`config.mk`:
```
export PLATFORM = sky130hd
export DESIGN_NAME = sbox_stream
export DESIGN_NICKNAME = d
export VERILOG_FILES = /design/src/rtl/sbox_pkg.sv /design/src/rtl/gf256_inv_byte.sv /design/src/rtl/sbox_stream.sv
export SDC_FILE = /design/constraint.sdc
export NUM_CORES = 2
export LEC_CHECK = 0
export CAP_MARGIN = 20
export CELL_PAD_IN_SITES_DETAIL_PLACEMENT = 2
export CELL_PAD_IN_SITES_GLOBAL_PLACEMENT = 2
export CORE_ASPECT_RATIO = 2
export CORE_MARGIN = 4
export CORE_UTILIZATION = 43
export DETAILED_ROUTE_END_ITERATION = 7
export GPL_ROUTABILITY_DRIVEN = 0
export PLACE_DENSITY_LB_ADDON = 0.1
export SYNTH_ARGS = -nofsm -noshare
export SYNTH_HDL_FRONTEND = slang
export SYNTH_HIERARCHICAL = 1
export SYNTH_SLANG_ARGS = --single-unit
```
`constraint.sdc`:
```
create_clock -name clk -period 26.4 [get_ports clk]
set_input_delay 7.92 -clock clk [delete_from_list [all_inputs] [get_ports clk]]
set_output_delay 7.92 -clock clk [all_outputs]
set_load 0.05 [all_outputs]
```
`src/rtl/sbox_pkg.sv`:
```
`default_nettype none
// ============================================================================
// sbox_pkg : shared constants, GF(2^8) multiply and AES affine helpers
// Build option: SBOX_STREAM_INV_EN (consumed by sbox_stream)
// Revision : 1.0
// ============================================================================
package sbox_pkg;

    localparam logic [7:0] SBOX_AFF_C     = 8'h63;
    localparam logic [7:0] SBOX_INV_AFF_C = 8'h05;
    localparam logic [8:0] SBOX_GF_POLY   = 9'h11B;

    function automatic logic [7:0] gf_mul(input logic [7:0] a, input logic [7:0] b);
        logic [7:0] acc;
        logic [7:0] sh;
        acc = 8'h00;
        sh  = a;
        for (int i = 0; i < 8; i++) begin
            if (b[i]) acc = acc ^ sh;
            sh = {sh[6:0], 1'b0} ^ (sh[7] ? SBOX_GF_POLY[7:0] : 8'h00);
        end
        return acc;
    endfunction

    // Forward affine A(x)^63, written as rotate-right XORs.
    function automatic logic [7:0] aff_fwd(input logic [7:0] x);
        return x ^ {x[3:0], x[7:4]} ^ {x[4:0], x[7:5]} ^ {x[5:0], x[7:6]}
                 ^ {x[6:0], x[7]} ^ SBOX_AFF_C;
    endfunction

    function automatic logic [7:0] aff_inv(input logic [7:0] y);
        return {y[1:0], y[7:2]} ^ {y[4:0], y[7:5]} ^ {y[6:0], y[7]} ^ SBOX_INV_AFF_C;
    endfunction

endpackage
`default_nettype wire

```
`src/rtl/gf256_inv_byte.sv`:
```
`default_nettype none
// ============================================================================
// gf256_inv_byte : combinational GF(2^8) multiplicative inverse, inv(0)=0
// Revision : 1.0
// ============================================================================
module gf256_inv_byte
    import sbox_pkg::*;
(
    input  logic [7:0] i_x,
    output logic [7:0] o_y
);

    // x^254 = x^-1 for x != 0, and 0 for x = 0
    logic [7:0] w_p2, w_p4, w_p8, w_p16, w_p32, w_p64, w_p128;

    assign w_p2   = gf_mul(i_x,  i_x);
    assign w_p4   = gf_mul(w_p2, w_p2);
    assign w_p8   = gf_mul(w_p4, w_p4);
    assign w_p16  = gf_mul(w_p8, w_p8);
    assign w_p32  = gf_mul(w_p16, w_p16);
    assign w_p64  = gf_mul(w_p32, w_p32);
    assign w_p128 = gf_mul(w_p64, w_p64);

    assign o_y = gf_mul(gf_mul(gf_mul(w_p2, w_p4), gf_mul(w_p8, w_p16)),
                        gf_mul(gf_mul(w_p32, w_p64), w_p128));

endmodule
`default_nettype wire

```
`src/rtl/sbox_stream.sv`:
```
`default_nettype none
// ============================================================================
// sbox_stream : 2-stage elastic AES S-box / inverse S-box over LANES bytes
// Build option: SBOX_STREAM_INV_EN enables per-word inverse mode
// Revision : 1.0
// ============================================================================
module sbox_stream
    import sbox_pkg::*;
#(
    parameter int LANES = 4,
    parameter int TAG_W = 4
) (
    input  logic                 clk,
    input  logic                 rst_n,
    input  logic                 in_valid,
    output logic                 in_ready,
    input  logic [8*LANES-1:0]   in_data,
    input  logic                 in_inv,
    input  logic [TAG_W-1:0]     in_tag,
    output logic                 out_valid,
    input  logic                 out_ready,
    output logic [8*LANES-1:0]   out_data,
    output logic                 out_inv,
    output logic [TAG_W-1:0]     out_tag
);

    logic                 r_v1, r_v2;
    logic [8*LANES-1:0]   r_d1, r_d2;
    logic                 r_inv1, r_inv2;
    logic [TAG_W-1:0]     r_tag1, r_tag2;
    logic                 w_adv1, w_adv2;
    logic                 w_inv_in;
    logic [8*LANES-1:0]   w_pre, w_post;

`ifdef SBOX_STREAM_INV_EN
    assign w_inv_in = in_inv;
`else
    logic w_unused_inv;
    assign w_unused_inv = in_inv;
    assign w_inv_in     = 1'b0;
`endif

    assign w_adv2   = !r_v2 | out_ready;
    assign w_adv1   = !r_v1 | w_adv2;
    assign in_ready = w_adv1;

    for (genvar l = 0; l < LANES; l++) begin : g_lane
        logic [7:0] w_in_b;
        logic [7:0] w_gi;

        assign w_in_b = in_data[8*l +: 8];

        gf256_inv_byte u_inv (
            .i_x (r_d1[8*l +: 8]),
            .o_y (w_gi)
        );

`ifdef SBOX_STREAM_INV_EN
        assign w_pre[8*l +: 8]  = w_inv_in ? aff_inv(w_in_b) : w_in_b;
        assign w_post[8*l +: 8] = r_inv1 ? w_gi : aff_fwd(w_gi);
`else
        assign w_pre[8*l +: 8]  = w_in_b;
        assign w_post[8*l +: 8] = aff_fwd(w_gi);
`endif
    end

    // Payload registers only move when a real word enters, so bubbles never disturb them.
    always_ff @(posedge clk or negedge rst_n) begin
        if (!rst_n) begin
            r_v1   <= 1'b0;
            r_d1   <= '0;
            r_inv1 <= 1'b0;
            r_tag1 <= '0;
        end else if (w_adv1) begin
            r_v1 <= in_valid;
            if (in_valid) begin
                r_d1   <= w_pre;
                r_inv1 <= w_inv_in;
                r_tag1 <= in_tag;
            end
        end
    end

    always_ff @(posedge clk or negedge rst_n) begin
        if (!rst_n) begin
            r_v2   <= 1'b0;
            r_d2   <= '0;
            r_inv2 <= 1'b0;
            r_tag2 <= '0;
        end else if (w_adv2) begin
            r_v2 <= r_v1;
            if (r_v1) begin
                r_d2   <= w_post;
                r_inv2 <= r_inv1;
                r_tag2 <= r_tag1;
            end
        end
    end

    assign out_valid = r_v2;
    assign out_data  = r_d2;
    assign out_inv   = r_inv2;
    assign out_tag   = r_tag2;

endmodule
`default_nettype wire
```
==> flow_summary.json <==
{
  "vias": 55600,
  "rows": 186,
  "clk_pin_slew_ns": 0.08,
  "placed_cell_area_sq_mm": 0.0590,
  "final_nets": 7484,
  "cp-end-kind": "flip-flop",
  "status": "complete, no violations",
  "required_ns": 26.72,
  "diodes": 0,
  "place_ws_ns": 6.22,
  "fin_util_pct": 46.1,
  "numCtsBuffers": 9,
  "design_area_sq_mm": 0.0593,
  "ys_top_cells_by_area": "xnor2_1, xnor3_1, xor2_1",
  "clock_sinks": 74,
  "timing.fmax_mhz": 49.4,
  "synthArstFlopShare_pct": 100,
  "clock_latency_ns": 0.46,
  "worstPathMaxFanout": 28,
  "drt_iter0_drc": 2334,
  "pin_count": 80,
  "cts_resized": 0,
  "via_per_inst": 6.11,
  "yosysTopAreaCell": "xnor2_1",
  "synthDistinctLibCells": 100,
  "max-clock-path-buffers": 2,
  "tritoncts": "built",
  "path_class": "flip-flop to flip-flop",
  "cts_hold_buf": 0,
  "finalSetupTns_ns": 0,
  "synthFlopType": "dfrtp_1",
  "worst_pin_slew_ns": 1.13,
  "timing.critical_path.mode_cell": "xnor2_1",
  "dp_hpwl_um": 183000,
  "relSlewSlack_pct": 23.8,
  "grtUsageTotal_pct": 32.4,
  "worst_slack_ns": 6.15,
  "start_util_pct": 43.4,
  "arrival_ns": 20.57,
  "die_w_um": 263,
  "avgSynthCellArea_sq_um": 7.46,
  "drt-total-wl_um": 230000,
  "grt_pass1_vias": 63000,
  "detail-route-antenna-nets": 0,
  "finalSetupViolCount": 0,
  "fin_crit_sh_pct": 76.7,
  "cpPeakStageDelay_ns": 0.89,
  "ys_warn_count": 6,
  "root_buffer": "clkbuf_16",
  "synthToLayoutAreaGrowth_pct": 6.25,
  "post_cts_buffers": 0,
  "syn_area_sq_mm": 0.0558,
  "rsz0062_at_grt": "false",
  "cp_slowest_cell": "dfrtp_1",
  "synth_cells": 7480,
  "maxCapViolCount": 0,
  "clock_skew_ns": 0.0394,
  "port_buffers": 77,
  "synth_top_area_share_pct": 26.9,
  "dr.pass1.iters": 5,
  "yosysMostFrequentCell": "xnor2_1",
  "antenna_found_initial": 1,
  "core_area_sq_mm": 0.129,
  "drc_errors": 0,
  "hold_violations": 0,
  "period_minus_slack_ns": 20.25,
  "critPathLaunchType": "flip-flop",
  "die_h_um": 518,
  "synth-edff-count": 0,
  "wl_per_cell_um": 25.2,
  "die-area_sq_mm": 0.136,
  "drv_slew": 0,
  "ys_ff_latch": 74,
  "grt_max_degree": 42,
  "synth_fp_nets": 7549,
  "cts_htree_levels": 3,
  "synth_seq_area_share_pct": 3.32,
  "min_path_type": "flip-flop to flip-flop",
  "overflow": 0,
  "drive_gt1_share_pct": 9.53,
  "synth_commonest_cells": "xnor2_1, nor2_1, nand2_1",
  "grt_pass1_wl_um": 359000
}
## kinds of logic (layout without fill, tap and decap cells)
logic type,after synthesis,in the layout,share of synthesized area [%]
adder cells (fa/ha/maj),28,28,0.628
AO/OA/AOI/OAI,1264,1264,15.3
flip-flops,74,74,3.32
other,1,1,0.00672
buffers and inverters,551,491,4.21
AND/OR/NAND/NOR,2714,2714,22.4
XOR/XNOR,2500,2500,47.7
multiplexers,348,348,6.48
## cell type report
type | instances | area, sq um
multi-input cells | 6855 | 51800
clock inverters | 6 | 47.5
fillers | 15100 | 69400
repair buffers | 331 | 2680
flip-flops and latches | 74 | 1850
well taps | 1692 | 2120
clock buffers | 10 | 239
inverters | 144 | 541
## per-stage QoR
| stage | std cells | hold slack, ns |
|---|---|---|
| 2_1_floorplan | 7480 | 0.457 |
| 3_3_place_gp | 9085 | 0.485 |
| 3_5_place_dp | 9087 | 0.495 |
| 4_1_cts | 9103 | 0.510 |
| 5_1_grt | 9112 | 0.525 |
| 6_report | 9112 | 0.509 |
## layer usage
layer	routed length (um)	up-vias	global-route usage [%]
li1	-	25400	-
met1	77400	28300	29.7
met2	132000	1197	67.3
met3	4130	787	2.16
met4	16500	2	20.3
met5	8	-	0
## state kept, by name (all words and copies together) (netlist names)
name	count
out_data	32
r_d1	32
r_tag1	4
r_v1	1
out_valid	1
out_tag	4
## placed cells by master, fill, tap and decap left out, types with 25 or more instances in the layout
cell type / Yosys / final
a211oi_1: 72 / 72
a21oi_1: 296 / 296
a22oi_1: 44 / 44
a31oi_1: 76 / 76
and2_1: 56 / 56
and3_1: 48 / 48
buf_4: 16 / 255
clkdlybuf4s50_1: 0 / 76
dfrtp_1: 74 / 74
ha_1: 28 / 28
inv_1: 116 / 116
mux2_2: 100 / 100
mux2i_1: 240 / 240
nand2_1: 834 / 832
nand2b_1: 99 / 99
nand3_1: 184 / 184
nand3b_1: 25 / 25
nor2_1: 896 / 896
nor2b_1: 120 / 120
nor3_1: 180 / 180
nor4_1: 32 / 32
o2111ai_1: 32 / 32
o211ai_1: 68 / 68
o21ai_0: 220 / 220
o21ai_1: 36 / 36
o22ai_1: 80 / 80
or3_1: 56 / 56
xnor2_1: 1715 / 1691
xnor2_2: 92 / 116
xnor3_1: 207 / 207
xor2_1: 403 / 399
xor2_2: 24 / 28
## worst max-delay path, delay by kind of cell, from the launching register on
family / cells / cell delay, ns
muxes: 3 / 1.29
xor gates and xnor gates: 24 / 9.21
buffers and inverters: 10 / 2.33
DFF: 1 / 0.89
and+or+nand+nor: 10 / 2.12
AOI/OAI and AO/OA: 3 / 0.92
adders and majority gates: 6 / 3.27
## path summary, 6_finish.rpt
| check | start | to | slack, ns | depth (start not counted) |
|---|---|---|---|---|
| max | r_d1[7] | out_data[2] | 6.15 | 56 |
| min | r_tag1[3] | r_tag1[3] | 0.51 | 1 |
| max reg2reg | r_d1[7] | out_data[2] | 6.15 | 56 |
| min reg2reg | r_tag1[3] | r_tag1[3] | 0.51 | 1 |
| max in group asynchronous | rst_n | out_tag[2] | 17.63 | 2 |
| min in group asynchronous | rst_n | r_d1[22] | 7.53 | 1 |
Power is left out: the tool's default activity adds up to more than one toggle a clock period on the data nets, which glitch-free logic cannot reach.
